===== src/rtl/hilo_control.sv =====
// hilo_control: architectural HI/LO register file and launch/wait controller
// for one iterative multiply or divide at a time. It stalls the control unit
// while an operation is outstanding, captures the 64-bit result when the
// selected unit's done level rises, aborts after a bounded wait, and serves
// MTHI/MTLO writes while idle.
module hilo_control #(
  parameter int unsigned TIMEOUT_CYCLES = 40,
  parameter int unsigned CNT_W          = 8
) (
  input  logic        clk,
  input  logic        Reset,
  input  logic        MultStart,
  input  logic        DivStart,
  input  logic        MultOut,
  input  logic [31:0] MultHi,
  input  logic [31:0] MultLo,
  input  logic        DivOut,
  input  logic [31:0] DivHi,
  input  logic [31:0] DivLo,
  input  logic        DivZero,
  input  logic        HiWrite,
  input  logic        LoWrite,
  input  logic [31:0] WriteData,
  output logic        MultGo,
  output logic        DivGo,
  output logic [31:0] Hi,
  output logic [31:0] Lo,
  output logic        Busy,
  output logic        DivZeroErr,
  output logic        Timeout
);

  typedef enum logic [1:0] {
    IDLE      = 2'd0,
    WAIT_MULT = 2'd1,
    WAIT_DIV  = 2'd2
  } state_t;

  // Last wait cycle before the abort fires.
  localparam logic [CNT_W-1:0] CNT_LIMIT = CNT_W'(TIMEOUT_CYCLES - 1);

  state_t           state_q;
  logic [CNT_W-1:0] cnt_q;
  logic [CNT_W-1:0] cnt_d;
  logic [31:0]      hi_q;
  logic [31:0]      lo_q;
  logic             mult_prev_q;
  logic             div_prev_q;
  logic             mult_go_q;
  logic             div_go_q;
  logic             busy_q;
  logic             dz_err_q;
  logic             timeout_q;

  logic             mult_done;
  logic             div_done;
  logic             at_limit;

  // Completion is a rising edge of the done level, so a level left high from
  // a previous operation never counts as a fresh result.
  assign mult_done = MultOut & ~mult_prev_q;
  assign div_done  = DivOut  & ~div_prev_q;
  assign at_limit  = (cnt_q == CNT_LIMIT);
  assign cnt_d     = cnt_q + CNT_W'(1);

  // Previous-value registers for the done levels, updated every cycle.
  always_ff @(posedge clk or negedge Reset) begin
    if (!Reset) begin
      mult_prev_q <= 1'b0;
      div_prev_q  <= 1'b0;
    end else begin
      mult_prev_q <= MultOut;
      div_prev_q  <= DivOut;
    end
  end

  // Control FSM with registered outputs, HI/LO and the wait counter.
  always_ff @(posedge clk or negedge Reset) begin
    if (!Reset) begin
      state_q   <= IDLE;
      cnt_q     <= '0;
      hi_q      <= '0;
      lo_q      <= '0;
      mult_go_q <= 1'b0;
      div_go_q  <= 1'b0;
      busy_q    <= 1'b0;
      dz_err_q  <= 1'b0;
      timeout_q <= 1'b0;
    end else begin
      // Launch and abort indications are single-cycle pulses by default.
      mult_go_q <= 1'b0;
      div_go_q  <= 1'b0;
      timeout_q <= 1'b0;
      case (state_q)
        IDLE: begin
          // Register moves are honoured alongside an accepted start.
          if (HiWrite) hi_q <= WriteData;
          if (LoWrite) lo_q <= WriteData;
          // Multiply takes priority when both starts arrive together.
          if (MultStart) begin
            state_q   <= WAIT_MULT;
            busy_q    <= 1'b1;
            mult_go_q <= 1'b1;
            cnt_q     <= '0;
            dz_err_q  <= 1'b0;
          end else if (DivStart) begin
            state_q  <= WAIT_DIV;
            busy_q   <= 1'b1;
            div_go_q <= 1'b1;
            cnt_q    <= '0;
            dz_err_q <= 1'b0;
          end
        end
        WAIT_MULT: begin
          // A result arriving on the limit cycle still beats the abort.
          if (mult_done) begin
            hi_q    <= MultHi;
            lo_q    <= MultLo;
            state_q <= IDLE;
            busy_q  <= 1'b0;
            cnt_q   <= '0;
          end else if (at_limit) begin
            timeout_q <= 1'b1;
            state_q   <= IDLE;
            busy_q    <= 1'b0;
            cnt_q     <= '0;
          end else begin
            cnt_q <= cnt_d;
          end
        end
        WAIT_DIV: begin
          // Divide-by-zero leaves HI/LO intact and raises the sticky flag.
          if (div_done) begin
            if (DivZero) begin
              dz_err_q <= 1'b1;
            end else begin
              hi_q <= DivHi;
              lo_q <= DivLo;
            end
            state_q <= IDLE;
            busy_q  <= 1'b0;
            cnt_q   <= '0;
          end else if (at_limit) begin
            timeout_q <= 1'b1;
            state_q   <= IDLE;
            busy_q    <= 1'b0;
            cnt_q     <= '0;
          end else begin
            cnt_q <= cnt_d;
          end
        end
        default: begin
          state_q <= IDLE;
          busy_q  <= 1'b0;
          cnt_q   <= '0;
        end
      endcase
    end
  end

  assign MultGo     = mult_go_q;
  assign DivGo      = div_go_q;
  assign Hi         = hi_q;
  assign Lo         = lo_q;
  assign Busy       = busy_q;
  assign DivZeroErr = dz_err_q;
  assign Timeout    = timeout_q;

endmodule


===== config.mk =====
export PLATFORM = sky130hd
export DESIGN_NAME = hilo_control
export DESIGN_NICKNAME = d
export VERILOG_FILES = /design/src/rtl/hilo_control.sv
export SDC_FILE = /design/constraint.sdc
export NUM_CORES = 1
export LEC_CHECK = 0
export CAP_MARGIN = 20
export CORE_MARGIN = 2
export CORE_UTILIZATION = 43
export DETAILED_ROUTE_END_ITERATION = 7
export PLACE_DENSITY = 0.88
export SETUP_SLACK_MARGIN = 0.3
export SYNTH_ARGS = -nofsm -noshare
export SYNTH_HDL_FRONTEND = slang
export SYNTH_SLANG_ARGS = --single-unit

===== constraint.sdc =====
create_clock -name clk -period 3.3 [get_ports clk]
set_input_delay 0.495 -clock clk [delete_from_list [all_inputs] [get_ports clk]]
set_output_delay 0.495 -clock clk [all_outputs]
set_load 0.02 [all_outputs]

Word-level counts from Yosys, hierarchy flattened
Cells that the tools add are included.
{ "totals": {"reg_bits": 81, "in_bits": 169, "out_inout_bits": 69} }
{ "classes": {"add_sub_neg": 1, "eq_ne": 10, "muxes": 42, "n_bitwise": 4, "reduce_logical": 6} }
{ "ops": {"columns": ["op", "count"], "rows": [
  ["$mux W32", 8],
  ["$pmux W32 S3", 2],
  ["$mux W8", 5],
  ["$pmux W8 S3", 1],
  ["$mux W1", 17],
  ["$ne A2 B2 Y1 const B", 6],
  ["$mux W2", 5],
  ["$reduce_and A5 Y1", 2],
  ["$add A8 B1 Y8 const B", 1],
  ["$eq A8 B6 Y1 const B", 1],
  ["$pmux W2 S3", 1],
  ["$pmux W1 S2", 2],
  ["$reduce_and A4 Y1", 1],
  ["$ne A3 B3 Y1 const B", 1],
  ["$pmux W1 S3", 1],
  ["$reduce_bool A3 Y1", 1],
  ["$and A1 B1 Y1", 2],
  ["$eq A2 B1 Y1 const B", 1],
  ["$eq A2 B2 Y1 const B", 1],
  ["$logic_not A2 Y1", 1],
  ["$not A1 Y1", 2],
  ["$reduce_bool A2 Y1", 1]
]} }

Longest topological paths before layout
{ "depth": {"word_depth": 4, "mapped_depth": 8, "mapped_depth_nobuf": 6} }

Worst setup path after synthesis
No wires, ideal clock.
{ "synth_path": {"path_type": "register to register", "start": "reg state_q[0]", "end": "reg hi_q[10] (netlist: Hi[10])", "arrival_ns": 1.951, "t_required_ns": 3.175, "slack_ns": 1.224, "path_stages_with_launch": 8, "path_cell_list": "dfrtp_1 inv_1 ha_1 a22o_1 buf_6 a2111o_1 buf_6 mux2_4"} }
{ "synth_between": {"elab_chain_cells": 3} }
{ "synth_rtl": {"columns": ["item", "line_no", "text"], "rows": [
  ["start, declared", "42", "state_t state_q;"],
  ["start signal, assigned", "80", "state_q <= IDLE;"],
  ["start signal, assigned", "101", "state_q <= WAIT_MULT;"],
  ["start signal, assigned", "107", "state_q <= WAIT_DIV;"],
  ["$eq A2 B2 Y1 (tied with other cells)", "94", "case (state_q)"],
  ["$ne A2 B2 Y1 (no line) or $reduce_bool A3 Y1 (tied branches)", null, null],
  ["$reduce_and A5 Y1 (no line)", null, null],
  ["end signal, assigned", "97", "if (HiWrite) hi_q <= WriteData;"],
  ["end signal, assigned", "117", "hi_q <= MultHi;"],
  ["end signal, assigned", "137", "hi_q <= DivHi;"],
  ["end, declared", "45", "logic [31:0] hi_q;"]
]} }
Several ways; a longest one is shown, not always the timed one.
A chain may end at the register's enable or synchronous reset.

Worst setup path after layout
{ "layout_path": {"start": "reg state_q[0]", "end": "reg hi_q[31] (netlist: Hi[31])"} }
Same word-level chain as after synthesis.

==> results by stage <==
Clock tree:
- No sink is reached through more buffers than the 2 on the longest clock path.
- The maximum level of the CTS H-tree is 3.
- The root buffer selected by CTS is sky130_fd_sc_hd__clkbuf_8.
- Once the clock tree was built, the setup fixing pass inserted 0 buffers.
- The clock transition at the registers of the reported paths is 0.09 ns.
- TritonCTS built the clock tree.
- The TritonCTS buffer count is 9.
- The number of sinks on the clock net is 81.
- The insertion delay to the later sink of the worst-skew pair is 0.34 ns.

Power:
- The reported net switching power is 2.997 mW.
- The worst-case IR drop observed on VDD is 0.0008203 V.
- The internal portion of the total power is 4.207 mW.
- The power density of the placed cells is 1025 nW/um2.
- The share of total power dissipated in combinational logic is 0.668.
- The share of total power dissipated in the clock network is 0.091.
- For this design the static power due to leakage is 2.826 nW.
- The sequential share of power is 0.240.
- Of the total power, the share spent switching nets is 0.4160.

Floorplan:
- The effective utilization at floorplan is 0.4458.
- The die covers 11000 um2.
- The floorplan step set the die width to 104.9 um.
- The die is 104.9 um tall.
- The placeable core region is 9819 um2.
- The count of pins on the block boundary is 238.
- The count of standard-cell rows is 36.

Placed design:
- After legalization and detailed placement, the total HPWL measured 10050 um.
- Once placement finished, the instance area stood at 6809 um2.
- The global placer's final weighted congestion is 0.8648.
- The number of placed instances with taps included is 748.
- The count of buffers added on input and output ports is 237.

Cells and area:
- Summing all non-filler instances in the final layout gives an area of 7025 um2.
- After filler insertion, the fill cell instance count of the layout stands at 718.
- In the final layout, the share of cells above drive strength 1 is 0.1485.
- The non-filler instance count after layout is 766.
- The area of the multi-input gates is 2190 um2.
- The area growth from synthesis to layout is 60.47%.
- The antenna diode count is 0.
- The register cell area after layout is 2027 um2.
- For this run, the share of the core covered by cells in the final layout is 0.7155.
- At the end of the flow, the number of nets in the layout was 802.

Setup path:
- The critical path's slowest cell is sky130_fd_sc_hd__a2111o_2.
- The worst setup path is launched from a flip-flop.
- The startpoint-to-endpoint class of the critical path is flip-flop to flip-flop.
- The kind of cell adding the most delay to the critical path is compound AO/OA/AOI/OAI gates.
- The top fanout value on the critical path is 32.
- Data arrives at the worst endpoint at 2.86 ns.
- In this design, the stage delay of the slowest critical-path cell is 0.87 ns.
- The startpoint identified for the worst register-to-register timing path is state_q[0]$_DFFE_PN0N_.
- The type of element capturing the critical path is a flip-flop.
- In this run the worst setup path begins at state_q[0]$_DFFE_PN0N_.
- The number of buffers and inverters on the critical path is 1.
- The worst endpoint required time is 3.52 ns.
- The critical path goes through inv_1 -> ha_2 -> a22o_1 -> a2111o_2 -> mux2_2.

Yosys:
- In the post-synthesis netlist, the biggest area contributors are sky130_fd_sc_hd__dfrtp_1 (46%), sky130_fd_sc_hd__a22oi_1 (11%), sky130_fd_sc_hd__mux2_4 (10%).
- The count of flip-flops with a built-in enable after synthesis is 0.
- In this run the cell area of the synthesized design comes to 4378 um2.
- For this run, the register share of the synthesized area comes to 0.4630.
- The dominant register cell in the synthesized netlist is sky130_fd_sc_hd__dfrtp_1.
- The distinct cell type count of the synthesized netlist is 38.
- During synthesis, Yosys emitted a total of 0 warnings.
- The cell count after synthesis came out at 408.
- The fraction of registers with async set or reset after synthesis is 1.000.
- Counting every net in the synthesized netlist gives 582.
- Of the post-synthesis cell area, the dominant cell type holds 0.4630.
- Synthesis inferred 81 register bits.
- Averaged over all synthesized cells, the footprint is 10.73 um2.
- Summed over all instances, the cell type with the most area after synthesis is sky130_fd_sc_hd__dfrtp_1.

STA:
- The highest clock rate is 378.9 MHz.
- Summed over all failing endpoints, the final setup total negative slack is 0 ns.
- The part of the cycle the worst path needs is 0.7997.
- Setup violations remaining at the end of the flow were counted as 0.
- The count of pins over their slew limit came to 0.
- The number of hold violations in the final report is 0.
- The maximum clock skew at final layout is 0.009682 ns.
- Setup repair after global routing left no endpoint under its margin.
- For the finished layout, the period the worst path requires is 2.639 ns.
- The worst-margin pin slew is 1.069 ns.
- The max-slew headroom at the worst pin is 0.2872.

Min path:
- The type of the tightest min-delay check is input pin to asynchronous set/reset pin.

Global routing:
- The total congestion overflow after global routing is 0.
- The initial antenna violation count came to 0.
- The combined global-route utilization of all metal layers is 0.2445.
- The first global-routing pass estimated 21710 um of wire.
- The via count of the first global-routing pass is 4456.
- The largest net degree at the start of global routing is 101.

Detailed routing:
- After detailed routing, the number of remaining DRC violations is 0.
- The starting DRC count in detailed routing is 136.
- The overall routed net length is 13430 um.
- The detailed-route vias per instance is 5.469.
- Detailed routing inserted a total of 4189 vias.
- The number of nets with antenna violations after detailed routing is 0.
- The detailed-routing iteration count for the pre-antenna-repair pass is 5.
- After detailed routing, the average wire length per cell comes to 17.53 um.

Job:
- Max-cap violations in this run came to 0.

Run status:
- The flow ran to the end, and the final reports show no timing, DRC or antenna violations.
layout by cell type, fill, tap and decap left out, types with 4 or more instances in the layout:
cell                              Yosys  layout
sky130_fd_sc_hd__a21oi_1             68      68
sky130_fd_sc_hd__a22oi_1             64      64
sky130_fd_sc_hd__buf_4                0       6
sky130_fd_sc_hd__clkbuf_8             0       9
sky130_fd_sc_hd__clkdlybuf4s50_1      0     236
sky130_fd_sc_hd__clkinvlp_4           0       4
sky130_fd_sc_hd__dfrtp_1             81      81
sky130_fd_sc_hd__inv_1                5       5
sky130_fd_sc_hd__mux2_2              34      34
sky130_fd_sc_hd__mux2_4              30      30
sky130_fd_sc_hd__nand2_1              9       9
sky130_fd_sc_hd__nor2_1              40      40
worst register-to-register path, stage by stage, from the launching register on:
cell and delay (ns):
sky130_fd_sc_hd__dfrtp_1 0.43, sky130_fd_sc_hd__inv_1 0.14, sky130_fd_sc_hd__ha_2 0.26, sky130_fd_sc_hd__a22o_1 0.35, sky130_fd_sc_hd__a2111o_2 0.87, sky130_fd_sc_hd__mux2_2 0.47
cell families (layout without fill, tap and decap cells):
kind of cell	after synthesis	count (layout)	share of synthesized area
buffers and inverters	40	265	0.04115
muxes	65	65	0.1926
adders and majority gates	5	5	0.01429
and+or+nand+nor	68	68	0.07059
AOI/OAI and AO/OA	145	145	0.2103
DFF	81	81	0.4630
xor gates and xnor gates	4	4	0.008004
cell type report:
cell class | count | share of cell area
inverter | 5 | 0.002671
tap | 133 | 0.02369
sequential | 81 | 0.2885
clock inverter | 7 | 0.007836
timing repair buffer | 244 | 0.3480
multi-input combinational | 287 | 0.3117
clock buffer | 9 | 0.01763
flip-flops by register name (all words and copies together), names as in the netlist:
signal	cells
Busy	1
DivGo	1
DivZeroErr	1
Hi	32
Lo	32
MultGo	1
Timeout	1
cnt_q	8
div_prev_q	1
mult_prev_q	1
state_q	2
timing repair:
item,in CTS,in global routing
gates resized for setup,0,0
setup endpoints to repair,0,0
hold buffers,0,1
hold endpoints to repair,0,7
metrics by stage:
stage / hold slack [ns] / worst slack (ns) / power, mW
final: 0.5093 / 0.6611 / 7.204
after global routing: 0.4950 / 0.5659 / 7.693
after CTS: 0.3509 / 0.6740 / 7.226
after detailed placement: 0.4913 / 0.3706 / 6.554
after global placement: 0.4872 / 0.4697 / 6.375
after floorplan: 0.1994 / 1.224 / 4.920
power groups by stage:
stage | Combinational [mW] | Clock (mW) | Sequential [mW]
after floorplan | 2.69 | 0 | 2.23
after global placement | 4.66 | 0 | 1.72
after detailed placement | 4.82 | 0 | 1.74
after CTS | 4.83 | 0.674 | 1.73
after global routing | 5.18 | 0.728 | 1.78
final | 4.82 | 0.658 | 1.73
per-layer routing:
metal | routed length (um) | vias to the layer above | GRT usage
met5 | 0 | - | 0
met4 | 256 | 0 | 0.08571
met1 | 5262 | 2045 | 0.2839
met2 | 6949 | 164 | 0.4309
li1 | - | 1955 | -
met3 | 962 | 25 | 0.06862
worst paths after layout:
kind                                 endpoint  slack [ns]  cells past startpoint
setup / recovery           Hi[31]$_DFFE_PN0P_        0.66                      5
hold / removal               Busy$_DFFE_PN0N_        0.51                      2
setup reg to reg           Hi[31]$_DFFE_PN0P_        0.66                      5
hold reg to reg             Lo[3]$_DFFE_PN0P_        0.51                      1
max in group asynchronous   Hi[5]$_DFFE_PN0P_        2.20                      3
min in group clk            Lo[3]$_DFFE_PN0P_        0.51                      1
synthesized netlist by cell type, drive strengths merged (2+ instances only):
cell type	count
a21oi	68
a22oi	64
a31oi	2
buf	12
clkbuf	23
dfrtp	81
ha	5
inv	5
mux2	64
nand2	9
nand2b	3
nand3	3
nand4	2
nor2	40
nor3	2
o21ai	2
or3	2
xnor2	2
xor2	2
Note: power is estimated with default switching activity, not from simulation.
